--- src/rtl/uart_pkg.sv ---
// Shared definitions for the UART transmit/receive pair: FSM states, parity modes,
// default baud divisor and the parity helper.
package uart_pkg;

    typedef enum logic [2:0] {
        ST_IDLE,
        ST_START,
        ST_DATA,
        ST_PARITY,
        ST_STOP
    } tx_state_e;

    localparam int PAR_NONE = 0;
    localparam int PAR_ODD  = 1;
    localparam int PAR_EVEN = 2;

    // 50 MHz / 9600 baud
    localparam int BPS_CNT_DEFAULT = 5208;

    function automatic logic parity_bit(input logic [7:0] d, input int mode);
        parity_bit = (mode == PAR_ODD) ? ~(^d) : ^d;
    endfunction

endpackage

--- src/rtl/sync_fifo.sv ---
// Single-clock FIFO with extra-MSB pointers; head word is presented combinationally
// on rd_data while the FIFO is non-empty. Writes while full and reads while empty are ignored.
module sync_fifo #(
    parameter int WIDTH = 8,
    parameter int DEPTH = 4
) (
    input  logic             clk,
    input  logic             rst,
    input  logic             wr_en,
    input  logic             rd_en,
    input  logic [WIDTH-1:0] wr_data,
    output logic [WIDTH-1:0] rd_data,
    output logic             full,
    output logic             empty
);

    localparam int AW = $clog2(DEPTH);

    logic [AW:0]      wptr_q, rptr_q;
    logic [WIDTH-1:0] mem_q [DEPTH];
    logic             do_wr, do_rd;

    assign do_wr = wr_en && !full;
    assign do_rd = rd_en && !empty;

    always_ff @(posedge clk) begin
        if (rst) begin
            wptr_q <= '0;
            rptr_q <= '0;
        end else begin
            if (do_wr) wptr_q <= wptr_q + 1'b1;
            if (do_rd) rptr_q <= rptr_q + 1'b1;
        end
    end

    always_ff @(posedge clk) begin
        if (do_wr) mem_q[wptr_q[AW-1:0]] <= wr_data;
    end

    assign rd_data = mem_q[rptr_q[AW-1:0]];
    assign empty   = (wptr_q == rptr_q);
    assign full    = (wptr_q[AW] != rptr_q[AW]) && (wptr_q[AW-1:0] == rptr_q[AW-1:0]);

endmodule

--- src/rtl/uart_tx.sv ---
// UART transmitter: bytes queue in a small FIFO and are framed LSB-first on a
// registered tx line; frames run back-to-back while the FIFO has data.
module uart_tx
    import uart_pkg::*;
#(
    parameter int BPS_CNT    = BPS_CNT_DEFAULT,
    parameter int PARITY     = PAR_NONE,
    parameter int STOP_BITS  = 1,
    parameter int FIFO_DEPTH = 4
) (
    input  logic       clk,
    input  logic       rst,
    input  logic       tx_valid,
    input  logic [7:0] tx_data,
    output logic       fifo_full,
    output logic       tx_busy,
    output logic       tx_done,
    output logic       tx_ovf,
    output logic       tx
);

    localparam int              CW        = $clog2(BPS_CNT);
    localparam logic [CW-1:0]   CNT_MAX   = CW'(BPS_CNT - 1);
    localparam logic [2:0]      STOP_LAST = 3'(STOP_BITS - 1);

    tx_state_e     state_q, state_d;
    logic [CW-1:0] cnt_q, cnt_d;
    logic [2:0]    bit_q, bit_d;
    logic [7:0]    shreg_q, shreg_d;
    logic          par_q, par_d;
    logic          tx_q, tx_d;
    logic          ovf_q;
    logic          pop, done, tc;
    logic          fifo_empty;
    logic [7:0]    fifo_rd_data;

    sync_fifo #(
        .WIDTH (8),
        .DEPTH (FIFO_DEPTH)
    ) u_fifo (
        .clk     (clk),
        .rst     (rst),
        .wr_en   (tx_valid),
        .rd_en   (pop),
        .wr_data (tx_data),
        .rd_data (fifo_rd_data),
        .full    (fifo_full),
        .empty   (fifo_empty)
    );

    assign tc = (cnt_q == CNT_MAX);

    always_comb begin
        state_d = state_q;
        cnt_d   = cnt_q + 1'b1;
        bit_d   = bit_q;
        shreg_d = shreg_q;
        par_d   = par_q;
        pop     = 1'b0;
        done    = 1'b0;
        case (state_q)
            ST_IDLE: begin
                cnt_d = '0;
                pop   = !fifo_empty;
            end
            ST_START: begin
                if (tc) begin
                    state_d = ST_DATA;
                    cnt_d   = '0;
                end
            end
            ST_DATA: begin
                if (tc) begin
                    cnt_d   = '0;
                    shreg_d = shreg_q >> 1;
                    if (bit_q == 3'd7) begin
                        bit_d   = '0;
                        state_d = (PARITY != PAR_NONE) ? ST_PARITY : ST_STOP;
                    end else begin
                        bit_d = bit_q + 3'd1;
                    end
                end
            end
            ST_PARITY: begin
                if (tc) begin
                    state_d = ST_STOP;
                    cnt_d   = '0;
                end
            end
            ST_STOP: begin
                // bit_q doubles as the stop-bit counter; it is zero on entry
                if (tc) begin
                    cnt_d = '0;
                    if (bit_q == STOP_LAST) begin
                        done    = 1'b1;
                        bit_d   = '0;
                        state_d = ST_IDLE;
                        pop     = !fifo_empty;
                    end else begin
                        bit_d = bit_q + 3'd1;
                    end
                end
            end
            default: state_d = ST_IDLE;
        endcase

        if (pop) begin
            state_d = ST_START;
            cnt_d   = '0;
            shreg_d = fifo_rd_data;
            par_d   = parity_bit(fifo_rd_data, PARITY);
        end

        // line level is derived from the next state so tx itself can be a flop
        case (state_d)
            ST_START:  tx_d = 1'b0;
            ST_DATA:   tx_d = shreg_d[0];
            ST_PARITY: tx_d = par_d;
            default:   tx_d = 1'b1;
        endcase
    end

    always_ff @(posedge clk) begin
        if (rst) begin
            state_q <= ST_IDLE;
            cnt_q   <= '0;
            bit_q   <= '0;
            shreg_q <= '0;
            par_q   <= 1'b0;
            tx_q    <= 1'b1;
            ovf_q   <= 1'b0;
        end else begin
            state_q <= state_d;
            cnt_q   <= cnt_d;
            bit_q   <= bit_d;
            shreg_q <= shreg_d;
            par_q   <= par_d;
            tx_q    <= tx_d;
            ovf_q   <= ovf_q | (tx_valid & fifo_full);
        end
    end

    assign tx      = tx_q;
    assign tx_done = done;
    assign tx_busy = (state_q != ST_IDLE) || !fifo_empty;
    assign tx_ovf  = ovf_q;

endmodule

--- config.mk ---
export PLATFORM = sky130hd
export DESIGN_NAME = uart_tx
export DESIGN_NICKNAME = d
export VERILOG_FILES = /design/src/rtl/uart_pkg.sv /design/src/rtl/sync_fifo.sv /design/src/rtl/uart_tx.sv
export SDC_FILE = /design/constraint.sdc
export NUM_CORES = 1
export LEC_CHECK = 0
export ABC_AREA = 1
export BUFFER_PORTS_ARGS = -buffer_cell sky130_fd_sc_hd__buf_2
export CELL_PAD_IN_SITES_DETAIL_PLACEMENT = 1
export CELL_PAD_IN_SITES_GLOBAL_PLACEMENT = 1
export CORE_ASPECT_RATIO = 1.1
export CORE_UTILIZATION = 50
export CTS_CLUSTER_DIAMETER = 60
export CTS_CLUSTER_SIZE = 40
export DETAILED_ROUTE_END_ITERATION = 8
export PLACE_DENSITY_LB_ADDON = 0.1
export SLEW_MARGIN = 20
export SYNTH_ARGS = -nofsm -noshare
export SYNTH_HDL_FRONTEND = slang
export SYNTH_HIERARCHICAL = 1
export SYNTH_SLANG_ARGS = --single-unit
--- constraint.sdc ---
create_clock -name clk -period 3.7 [get_ports clk]
set_clock_uncertainty 0.2 [all_clocks]
set_input_delay 0.185 -clock clk [delete_from_list [all_inputs] [get_ports clk]]
set_output_delay 0.185 -clock clk [all_outputs]
set_load 0.02 [all_outputs]
==> flow_summary_export.csv <==
group,metric,value,unit
floorplanning,die_area,7266,um2
place,portBuffers,15,
outcome,status,"complete, no violations",
grt,grtUsageTotal,24.52,%
logic_synthesis,syn-mean-instance-area,8.771,um2
worst_setup_path,timing_worst_setup_path_type,"flip-flop to flip-flop",
timing,tightest_slew_margin_relative_to_the_limit,46.25,%
pwr,power-per-cell-area,643.8,nW/um2
hold_path,min_path_cells,1,
timing,timing_max_transition_violations_final,0,
pwr,internal_power,1.491,mW
cells_and_area,final_common_cell,"sky130_fd_sc_hd__nand2_1",
pwr,power_switching,1.015,mW
logic_synthesis,ys_seq_area_share,49.69,%
timing,minimum_period_implied_by_the_final_worst_setup_slack,2.521,ns
grt,grt_pass1_vias,2920,
cells_and_area,number_of_inserted_diodes,0,
cells_and_area,area_delta_synth_final,12.35,%
drt,via_per_inst,5.224,
logic_synthesis,fraction_of_post_synthesis_cell_area_in_the_top_cell_type_by_area,27.74,%
worst_setup_path,regToRegSetupSlack,1.18,ns
cells_and_area,design_area,3892,um2
timing,fin_crit_sh,68.12,%
logic_synthesis,synth-seq-cells,70,
timing,timing_worst_slew_pin_value,0.8032,ns
clocking,clockRootBuffer,"sky130_fd_sc_hd__clkbuf_8",
drt,drt_total_wl,7965,um
cells_and_area,layout.nets,447,
cells_and_area,filler_cell_count,810,
timing,final-setup-viol-count,0,
drt,drc,0,
place,gp_congestion,0.7495,
worst_setup_path,worst_path_required,3.74,ns
drt,detail-route-antenna-nets,0,
place,area_after_dpl,3597,um2
clocking,ctsHtreeMaxLevel,3,
clocking,clock_edge_transition_at_the_registers_on_the_reported_setup_and_hold_paths,0.09,ns
grt,grt_first_pass_wirelength,12960,um
pwr,power.ir.vdd_worst,0.0003477,V
pwr,netSwitchingFraction,40.50,%
hold_path,min-delay-path-class,"flip-flop to flip-flop",
pwr,p_clk_share,23.5,%
clocking,clock_tree.buffer_depth,2,
logic_synthesis,post_synth_inst_count,395,
logic_synthesis,synth.top_cells.by_area,"sky130_fd_sc_hd__edfxtp_1 (28%), sky130_fd_sc_hd__dfxtp_1 (22%), sky130_fd_sc_hd__nand2_1 (7.8%), sky130_fd_sc_hd__inv_1 (4.9%), sky130_fd_sc_hd__nor2_1 (4.8%)",
drt,wl_per_cell,15.50,um
timing,total_negative_setup_slack,0,ns
floorplanning,top_level_ports,16,
worst_setup_path,critPathMaxFanout,17,
logic_synthesis,postSynthNetCount,415,
grt,grt_max_degree,18,
logic_synthesis,synth_largest_area_cell,"sky130_fd_sc_hd__edfxtp_1",
drt,drt_iter0_drc,92,
cells_and_area,area.sequential,1722,um2
cells_and_area,multiInputGateArea,1495,um2
worst_setup_path,crit_arrival,2.56,ns
clocking,post_cts.repair.setup_buffers,0,
cells_and_area,drive_above_1_share,18.06,%
timing,timing.hold.ws,0.2515,ns
floorplanning,design.core.area,6633,um2
pwr,p_leak,1.599,nW
pwr,logic_gate_share_of_total_power,36.4,%
timing,finalHoldViolCount,0,
worst_setup_path,crit_path_end,"tx$_SDFF_PP1_",
logic_synthesis,ys.warnings.count,6,
worst_setup_path,ff2ff_path_depth,11,
worst_setup_path,worst_setup_path_end_kind,"flip-flop",
timing,maxClockFrequency,0.3967,GHz
logic_synthesis,netlist_area,3465,um2
clocking,clkLatencyLatePin,0.35,ns
floorplanning,std_cell_rows,31,
logic_synthesis,netlist_cell_types,32,
run,drv_cap,0,
cells_and_area,mostFrequentLayoutCells,"sky130_fd_sc_hd__nand2_1 (72), sky130_fd_sc_hd__inv_1 (45), sky130_fd_sc_hd__nor2_1 (44), sky130_fd_sc_hd__dfxtp_1 (38), sky130_fd_sc_hd__edfxtp_1 (32)",
place,detailed_place_hpwl,5718,um
timing,grt_setup_unrepaired,"no",
clocking,tritoncts_clock_tree,"yes",
pwr,seq_power_share,40.1,%
clocking,numClockSinks,70,
cells_and_area,finish.utilization,58.69,%
drt,drt_pre_antenna_iters,4,
floorplanning,dieHeight,89.31,um
worst_setup_path,worst_setup_path_start_kind,"flip-flop",
floorplanning,die-width,81.37,um
clocking,numCtsBuffers,9,
grt,gr-total-overflow,0,
grt,number_of_antenna_violations_at_the_first_check_in_global_routing,0,
worst_setup_path,worst_r2r_endpoint,"tx$_SDFF_PP1_",
drt,vias,2685,
floorplanning,start_util,52.24,%
[cells by family after synthesis]
logic type	synth area share, %
xor+xnor	2.781
fa+ha+maj	3.250
flops	49.69
compound gates	9.426
simple gates	27.70
buf+inv	7.150
[Yosys cell counts]
library cell	count
sky130_fd_sc_hd__a211oi_1	2
sky130_fd_sc_hd__a21oi_1	17
sky130_fd_sc_hd__a21oi_2	1
sky130_fd_sc_hd__buf_4	1
sky130_fd_sc_hd__buf_6	3
sky130_fd_sc_hd__clkbuf_1	1
sky130_fd_sc_hd__clkinv_1	1
sky130_fd_sc_hd__dfxtp_1	38
sky130_fd_sc_hd__edfxtp_1	32
sky130_fd_sc_hd__ha_1	9
sky130_fd_sc_hd__inv_1	45
sky130_fd_sc_hd__inv_2	8
sky130_fd_sc_hd__nand2_1	72
sky130_fd_sc_hd__nand2_2	10
sky130_fd_sc_hd__nand2_4	4
sky130_fd_sc_hd__nand3_1	26
sky130_fd_sc_hd__nand3_2	1
sky130_fd_sc_hd__nand3_4	2
sky130_fd_sc_hd__nand3b_1	3
sky130_fd_sc_hd__nand4_1	3
sky130_fd_sc_hd__nor2_1	44
sky130_fd_sc_hd__nor2_2	11
sky130_fd_sc_hd__nor2_4	5
sky130_fd_sc_hd__nor3_1	5
sky130_fd_sc_hd__nor3_2	5
sky130_fd_sc_hd__o211a_1	6
sky130_fd_sc_hd__o211ai_1	1
sky130_fd_sc_hd__o21ai_0	19
sky130_fd_sc_hd__o21ai_1	1
sky130_fd_sc_hd__o22ai_1	8
sky130_fd_sc_hd__xnor2_1	4
sky130_fd_sc_hd__xor2_1	7
[what timing repair did]
action	4_1_cts	5_1_grt
hold buffers	11	0
gates resized for setup	0	0
setup endpoints to repair	0	0
endpoints found under the hold margin	38	0
[worst max-delay path, stage by stage, from the launching register on]
cell and delay, ns:
sky130_fd_sc_hd__dfxtp_1 0.70, sky130_fd_sc_hd__inv_2 0.26, sky130_fd_sc_hd__o21ai_0 0.30, sky130_fd_sc_hd__o22ai_1 0.21, sky130_fd_sc_hd__xnor2_1 0.18, sky130_fd_sc_hd__nand2_1 0.09, sky130_fd_sc_hd__nand2_1 0.07, sky130_fd_sc_hd__nand3_1 0.06
sky130_fd_sc_hd__nand2_1 0.08, sky130_fd_sc_hd__nand2_1 0.08, sky130_fd_sc_hd__nand3b_1 0.10, sky130_fd_sc_hd__nand3_1 0.07
[layout make-up]
cell class | count | area share [%]
flip-flops and latches | 70 | 44.23
inverters | 54 | 5.207
clock inverters | 7 | 1.575
repair buffers | 26 | 4.757
multi-input cells | 266 | 38.41
clock buffers | 9 | 3.182
well taps | 82 | 2.636
[registers in the layout, indices dropped and copies added, names as in the netlist, named ones only]
name / cells
u_fifo/mem_q: 32
cnt_q: 13
shreg_q: 8
bit_q: 3
state_q: 3
u_fifo/rptr_q: 3
u_fifo/wptr_q: 3
par_q: 1
tx: 1
tx_ovf: 1
[worst min-delay path by stage]
| stage | startpoint | end | slack (ns) |
|---|---|---|---|
| 4_1_cts | cnt_q[0]$_SDFF_PP0_ | cnt_q[0]$_SDFF_PP0_ | 0.25 |
| 2_1_floorplan | tx_data[0] | u_fifo/mem_q[0][0]$_DFFE_PP_ | 0.08 |
| 3_5_place_dp | tx_data[7] | u_fifo/mem_q[3][7]$_DFFE_PP_ | 0.20 |
| 5_1_grt | cnt_q[0]$_SDFF_PP0_ | cnt_q[0]$_SDFF_PP0_ | 0.26 |
| 3_3_place_gp | tx_data[2] | u_fifo/mem_q[2][2]$_DFFE_PP_ | 0.20 |
| 6_report | cnt_q[0]$_SDFF_PP0_ | cnt_q[0]$_SDFF_PP0_ | 0.25 |
[stage by stage]
step / std cells / setup slack [ns] / total power, mW
2_1_floorplan: 395 / 1.867 / 1.727
3_3_place_gp: 487 / 1.380 / 1.877
3_5_place_dp: 487 / 1.177 / 1.928
4_1_cts: 514 / 1.176 / 2.522
5_1_grt: 514 / 0.9724 / 2.693
6_report: 514 / 1.179 / 2.506
[routing by layer]
metal  GRT usage (%)  vias to the layer above  routed length, um
li1                -                     1361                  -
met1           25.00                     1287               3233
met2           47.50                       26               4424
met3           4.694                       11                186
met4           11.20                        0                121
met5               0                        -                  0
[power groups by stage]
stage / Sequential (mW) / Combinational, mW / Clock [mW]
6_report: 1.00 / 0.912 / 0.590
3_3_place_gp: 1.02 / 0.860 / 0
4_1_cts: 1.00 / 0.920 / 0.598
5_1_grt: 1.02 / 1.03 / 0.643
3_5_place_dp: 1.02 / 0.905 / 0
2_1_floorplan: 0.987 / 0.741 / 0
(Power assumes the default switching activity.)
